[src/rtl/answer_ctrl.sv]
// Answering-round controller for the multichannel quiz machine.
// Picks up the game settings once setting is complete, then runs buzz-in arbitration, the
// per-answer countdown, host judging and per-player score keeping with lockout.
//
// Ports:
//   clk, rst_n                 system clock, asynchronous active-low reset
//   is_set_over                settings valid; dropping it aborts to IDLE
//   num_people, count_seconds  player count (2..4) and answer window in seconds
//   correct_point, mistake_point  points added on right / subtracted on wrong or timeout
//   start_btn, buzz[3:0], judge_right, judge_wrong  debounced keys, act on rising edge
//   game_state                 0 IDLE, 1 READY, 2 ANSWER
//   winner                     one-hot current answerer (0 outside ANSWER)
//   time_left                  remaining seconds of the current answer
//   lockout                    players barred from buzzing this question
//   score0..score3             player scores
//   result_valid, result_ok    one-cycle resolution pulse and its verdict
module answer_ctrl #(
  parameter int unsigned TICK_DIV = 100_000_000,
  parameter int unsigned SCORE_W  = 8
) (
  input  logic               clk,
  input  logic               rst_n,
  input  logic               is_set_over,
  input  logic [5:0]         num_people,
  input  logic [5:0]         count_seconds,
  input  logic [5:0]         correct_point,
  input  logic [5:0]         mistake_point,
  input  logic               start_btn,
  input  logic [3:0]         buzz,
  input  logic               judge_right,
  input  logic               judge_wrong,
  output logic [1:0]         game_state,
  output logic [3:0]         winner,
  output logic [5:0]         time_left,
  output logic [3:0]         lockout,
  output logic [SCORE_W-1:0] score0,
  output logic [SCORE_W-1:0] score1,
  output logic [SCORE_W-1:0] score2,
  output logic [SCORE_W-1:0] score3,
  output logic               result_valid,
  output logic               result_ok
);

  localparam int unsigned TickW = (TICK_DIV > 1) ? $clog2(TICK_DIV) : 1;
  // Wide enough to hold a score plus a 6-bit point value without overflow.
  localparam int unsigned ExtW = ((SCORE_W > 6) ? SCORE_W : 6) + 1;
  localparam logic [TickW-1:0]   TickMax  = TickW'(TICK_DIV - 1);
  localparam logic [SCORE_W-1:0] ScoreMax = '1;

  typedef enum logic [1:0] {
    StIdle   = 2'd0,
    StReady  = 2'd1,
    StAnswer = 2'd2
  } state_e;

  state_e state_q, state_d;
  logic start_prev_q, right_prev_q, wrong_prev_q;
  logic [3:0] buzz_prev_q;
  logic [5:0] np_q, np_d, cs_q, cs_d, cp_q, cp_d, mp_q, mp_d;
  logic [3:0] winner_q, winner_d, lock_q, lock_d;
  logic [5:0] time_q, time_d;
  logic [TickW-1:0] tick_q, tick_d;
  logic [SCORE_W-1:0] score_q [4];
  logic [SCORE_W-1:0] score_d [4];
  logic rv_q, rv_d, ro_q, ro_d;

  logic start_ev, right_ev, wrong_ev;
  logic [3:0] buzz_ev, en_mask, eligible, pick, lock_wrong;
  logic [1:0] win_idx;
  logic [ExtW-1:0] cur_ext, add_ext;
  logic [SCORE_W-1:0] score_inc, score_dec;
  logic set_ok, wrap, timeout;

  assign start_ev = start_btn & ~start_prev_q;
  assign buzz_ev  = buzz & ~buzz_prev_q;
  assign right_ev = judge_right & ~right_prev_q;
  assign wrong_ev = judge_wrong & ~wrong_prev_q;
  assign set_ok   = (num_people >= 6'd2) && (num_people <= 6'd4) && (count_seconds != 6'd0);

  always_comb begin
    en_mask = '0;
    win_idx = '0;
    for (int i = 0; i < 4; i++) begin
      en_mask[i] = (np_q > 6'(i));
      if (winner_q[i]) win_idx = 2'(i);
    end
  end

  // Lowest eligible index wins: isolate the least-significant set bit.
  assign eligible = buzz_ev & en_mask & ~lock_q;
  assign pick     = eligible & (~eligible + 4'd1);

  assign cur_ext   = ExtW'(score_q[win_idx]);
  assign add_ext   = cur_ext + ExtW'(cp_q);
  assign score_inc = (add_ext > ExtW'(ScoreMax)) ? ScoreMax : add_ext[SCORE_W-1:0];
  assign score_dec = (ExtW'(mp_q) >= cur_ext) ? '0 : SCORE_W'(cur_ext - ExtW'(mp_q));

  // A question with every enabled player locked out starts over with nobody locked.
  always_comb begin
    lock_wrong = lock_q | winner_q;
    if ((lock_wrong & en_mask) == en_mask) lock_wrong = '0;
  end

  always_comb begin
    state_d  = state_q;
    np_d     = np_q;
    cs_d     = cs_q;
    cp_d     = cp_q;
    mp_d     = mp_q;
    winner_d = winner_q;
    time_d   = time_q;
    tick_d   = tick_q;
    lock_d   = lock_q;
    score_d  = score_q;
    rv_d     = 1'b0;
    ro_d     = 1'b0;
    wrap     = 1'b0;
    timeout  = 1'b0;

    if (!is_set_over) begin
      state_d  = StIdle;
      winner_d = '0;
      time_d   = '0;
    end else if (start_ev) begin
      np_d = num_people;
      cs_d = count_seconds;
      cp_d = correct_point;
      mp_d = mistake_point;
      // From IDLE only legal settings open a game; mid-game a start always restarts.
      if (state_q != StIdle || set_ok) begin
        state_d  = StReady;
        lock_d   = '0;
        winner_d = '0;
        time_d   = '0;
        for (int i = 0; i < 4; i++) score_d[i] = '0;
      end
    end else begin
      unique case (state_q)
        StReady: begin
          if (pick != 4'd0) begin
            winner_d = pick;
            time_d   = cs_q;
            tick_d   = '0;
            state_d  = StAnswer;
          end
        end
        StAnswer: begin
          wrap    = (tick_q == TickMax);
          tick_d  = wrap ? '0 : tick_q + 1'b1;
          timeout = wrap && (time_q == 6'd1);
          if (wrap) time_d = time_q - 6'd1;
          if (right_ev && !wrong_ev) begin
            score_d[win_idx] = score_inc;
            lock_d   = '0;
            rv_d     = 1'b1;
            ro_d     = 1'b1;
            winner_d = '0;
            time_d   = '0;
            state_d  = StReady;
          end else if ((wrong_ev && !right_ev) || timeout) begin
            score_d[win_idx] = score_dec;
            lock_d   = lock_wrong;
            rv_d     = 1'b1;
            winner_d = '0;
            time_d   = '0;
            state_d  = StReady;
          end
        end
        default: ;
      endcase
    end
  end

  always_ff @(posedge clk or negedge rst_n) begin
    if (!rst_n) begin
      state_q      <= StIdle;
      start_prev_q <= 1'b0;
      buzz_prev_q  <= '0;
      right_prev_q <= 1'b0;
      wrong_prev_q <= 1'b0;
      np_q         <= '0;
      cs_q         <= '0;
      cp_q         <= '0;
      mp_q         <= '0;
      winner_q     <= '0;
      time_q       <= '0;
      tick_q       <= '0;
      lock_q       <= '0;
      rv_q         <= 1'b0;
      ro_q         <= 1'b0;
      for (int i = 0; i < 4; i++) score_q[i] <= '0;
    end else begin
      state_q      <= state_d;
      start_prev_q <= start_btn;
      buzz_prev_q  <= buzz;
      right_prev_q <= judge_right;
      wrong_prev_q <= judge_wrong;
      np_q         <= np_d;
      cs_q         <= cs_d;
      cp_q         <= cp_d;
      mp_q         <= mp_d;
      winner_q     <= winner_d;
      time_q       <= time_d;
      tick_q       <= tick_d;
      lock_q       <= lock_d;
      rv_q         <= rv_d;
      ro_q         <= ro_d;
      for (int i = 0; i < 4; i++) score_q[i] <= score_d[i];
    end
  end

  assign game_state   = state_q;
  assign winner       = winner_q;
  assign time_left    = time_q;
  assign lockout      = lock_q;
  assign score0       = score_q[0];
  assign score1       = score_q[1];
  assign score2       = score_q[2];
  assign score3       = score_q[3];
  assign result_valid = rv_q;
  assign result_ok    = ro_q;

endmodule

[config.mk]
export PLATFORM = sky130hd
export DESIGN_NAME = answer_ctrl
export DESIGN_NICKNAME = d
export VERILOG_FILES = /design/src/rtl/answer_ctrl.sv
export SDC_FILE = /design/constraint.sdc
export NUM_CORES = 1
export LEC_CHECK = 0
export ABC_AREA = 1
export CAP_MARGIN = 20
export CORE_UTILIZATION = 51
export DETAILED_ROUTE_END_ITERATION = 8
export PLACE_DENSITY = 0.88
export SKIP_CTS_REPAIR_TIMING = 1
export SLEW_MARGIN = 30
export SYNTH_ARGS = -nofsm -noshare
export SYNTH_HDL_FRONTEND = slang
export SYNTH_SLANG_ARGS = --single-unit
[constraint.sdc]
create_clock -name clk -period 2.5 [get_ports clk]
set_input_delay 0.75 -clock clk [delete_from_list [all_inputs] [get_ports clk]]
set_output_delay 0.75 -clock clk [all_outputs]
set_load 0.005 [all_outputs]
==> run summary <==
DRC: 0
Placer Congestion: 0.979
Clk slew on worst S/H paths: 70 ps
Top-count cell post-synth: nand2_1
Nets: 1,129
Synth Cell Area: 6630 um^2
Top_reg_cell synth: dfrtp_1
Initial core utilization: 0.523
Worst path arrival time: 3140 ps
Clk buf depth: 2
Violated checks: setup timing
Ranking of synthesized cells by area: dfrtp_1 41%, nand2_1 17%, nor2_1 5.6%
DR WL/cell: 17.0 um
Vias in the first global route: 6,597
R2R Path End: score2[6]
CP startpoint: winner[3]
Synth top cells by count: 301 x nand2_1, 108 x dfrtp_1, 99 x nor2_1
Synth Net Count: 976
Final hold vios: 0
Root buffer cell: clkbuf_16
Setup TNS Final: -10,140 ps
Fmax achieved: 346 MHz
CTS tree: done
Crit-path max cell delay: 470 ps
Slew headroom: 0.583
Gr usage total: 0.300
Final Non-Filler Cells: 1,249
Ys async rst share: 1.00
Diodes inserted: 0
Storage element area: 2710 um^2
# Max-Cap Violations: 0
Total power draw: 9.70 mW
Clock sink count: 108
Boundary Pins: 84
Switching share of power: 0.438
Req. time, crit path: 2750 ps
Initial antenna violation count: 0
Port Buffers: 83
Vias: 7,211
Critical Setup Path Class: flip-flop to flip-flop
Crit path cell chain: nor3_4 -> inv_4 -> o22ai_2 -> nor2_1 -> o21a_1 -> ha_2 -> fa_2 -> nand3_2 -> nand2_4 -> nand2_4 -> nand2_4 -> nand2_4 -> nor2_4 -> nor2_4 -> nand2_1 -> nand2_2 -> o21ai_1
Fillers: 936
1st-iter DRT viols: 863
Final setup fails: 32
Hold Crit Class: input port to asynchronous set/reset pin
Total gr overflow: 0
Hpwl dp: 14.4 mm
Outcome: finished with violations
Pwr Density: 1090 nW/um^2
H-tree level count: 3
Core Region: 12,700 um^2
Full die area: 13,500 um^2
TritonRoute pass-1 iters: 8
Reg2reg start: winner[3]
Reg power frac: 0.264
Worst R2R Path Depth: 17
Peak supply drop: 1.13 mV
Post-synth EDFFs: 0
Synth warn: 0
Setup crit end: score2[6]
Skew final: 11.1 ps
Mapped Cells: 920
Crit-path most repeated cell: nand2_4
Combinational share of power: 0.576
Final Cycle Share: 1.16
Worst Setup Start Kind: flip-flop
Worst Setup End Kind: flip-flop
Reg2Reg Setup Slack: -390 ps
Via-per-instance ratio: 5.77
CTS Buf Count: 9
P&R area growth vs syn: 34.2%
Routed wire length: 21.3 mm
Worst setup margin: -394 ps
Largest net degree at the start of global routing: 56
Setup WS pre-CTS: -312 ps
Clock Latency Late Sink: 360 ps
Antenna Nets Post-Route: 0
Leakage: 4.20 nW
Pint: 5.45 mW
Unrepaired setup endpoints after global routing: yes
Clock power share: 0.160
Chip height: 116 um
Dpl cells: 1,226
Least-Margin Pin Slew: 624 ps
Critical-path top delay cell: dfrtp_2
Synth Register Bits: 108
Global-route wire length before repair: 31.3 mm
Die Wd: 116 um
Multi-input logic area: 3830 um^2
Fin crit period: 2890 ps
Post-synth top area cell: dfrtp_1
Std-Cell Rows: 41
Seq/Total Area, Yosys: 0.407
CP max FO: 6
Slew Limit Fails: 0
Share of cells above drive strength 1: 0.182
Yosys top cell area share: 0.407
Syn_area_per_cell: 7.21 um^2
Library cells used by synthesis: 41
Switch Pwr: 4.25 mW
==> power by group through the flow <==
stage / registers (mW) / clock network, mW / logic [mW]
3_5_place_dp: 2.54 / 0 / 4.44
2_1_floorplan: 2.46 / 0 / 2.57
5_1_grt: 2.60 / 1.63 / 6.06
3_3_place_gp: 2.54 / 0 / 4.29
6_report: 2.56 / 1.55 / 5.59
4_1_cts: 2.52 / 1.57 / 4.46
==> worst max-delay path: cells and delay by family, from the launching register on <==
| kind | cells | cell delay [ps] |
|---|---|---|
| buffers and inverters | 1 | 90 |
| flip-flops | 1 | 470 |
| AO/OA/AOI/OAI | 3 | 340 |
| AND/OR/NAND/NOR | 11 | 1300 |
| adder cells (fa/ha/maj) | 2 | 580 |
==> per-layer routing <==
layer  part of all wire  vias to the layer above  GRT usage
li1                   -                     3277          -
met1               0.39                     3387      0.374
met2               0.49                      443      0.504
met3              0.070                      104     0.0601
met4              0.047                        0      0.132
met5                  0                        -          0
==> layout make-up <==
class | instances | area share
Inverter | 95 | 0.0406
Multi-Input combinational cell | 697 | 0.430
Clock inverter | 5 | 0.00956
Timing Repair Buffer | 162 | 0.166
Sequential cell | 108 | 0.304
Clock buffer | 10 | 0.0257
Tap cell | 172 | 0.0242
==> per-stage QoR <==
step,instance area [um^2],hold slack [ps],utilization
global route,8900,386,0.703
CTS,8490,368,0.670
global placement,8170,456,0.645
detailed placement,8170,460,0.645
finish,8900,346,0.703
floorplan,6660,442,-
==> worst min path at each step <==
stage	endpoint	from	slack (ps)
after floorplan	cs_q[0]	cs_q[0]	440
after global placement	cs_q[0]	cs_q[0]	460
after detailed placement	cs_q[4]	cs_q[4]	460
after CTS	tick_q[20]	rst_n	370
after global routing	result_ok	rst_n	390
final	result_ok	rst_n	350
==> cell usage in the layout, fill, tap and decap left out, types with 8 or more instances in the layout <==
| cell type | n |
|---|---|
| nand2_1 | 278 |
| dfrtp_1 | 105 |
| nor2_1 | 96 |
| inv_1 | 83 |
| clkdlybuf4s50_1 | 82 |
| buf_4 | 75 |
| nand3_1 | 58 |
| o21ai_0 | 35 |
| nand4_1 | 28 |
| nand2_2 | 21 |
| nor3_1 | 21 |
| o21ai_1 | 21 |
| a21oi_1 | 15 |
| xor2_1 | 15 |
| nand2_4 | 11 |
| xnor2_1 | 11 |
| ha_1 | 11 |
| inv_2 | 9 |
| clkbuf_16 | 9 |
| ha_4 | 8 |
==> kinds of logic after synthesis <==
group,Yosys count,share of synthesized area
flops,108,0.407
buf+inv,115,0.0704
compound gates,99,0.0802
fa+ha+maj,22,0.0438
simple gates,550,0.364
xor+xnor,26,0.0343
==> flip-flops by register name, indices dropped and copies added, names as in the netlist, 6 cells and up <==
| register | flops |
|---|---|
| score0 | 8 |
| cp_q | 6 |
| mp_q | 6 |
| np_q | 6 |
| cs_q | 6 |
| time_left | 6 |
| score2 | 8 |
| score3 | 8 |
| score1 | 8 |
| tick_q | 27 |
Power figures use the tool's default switching activity.
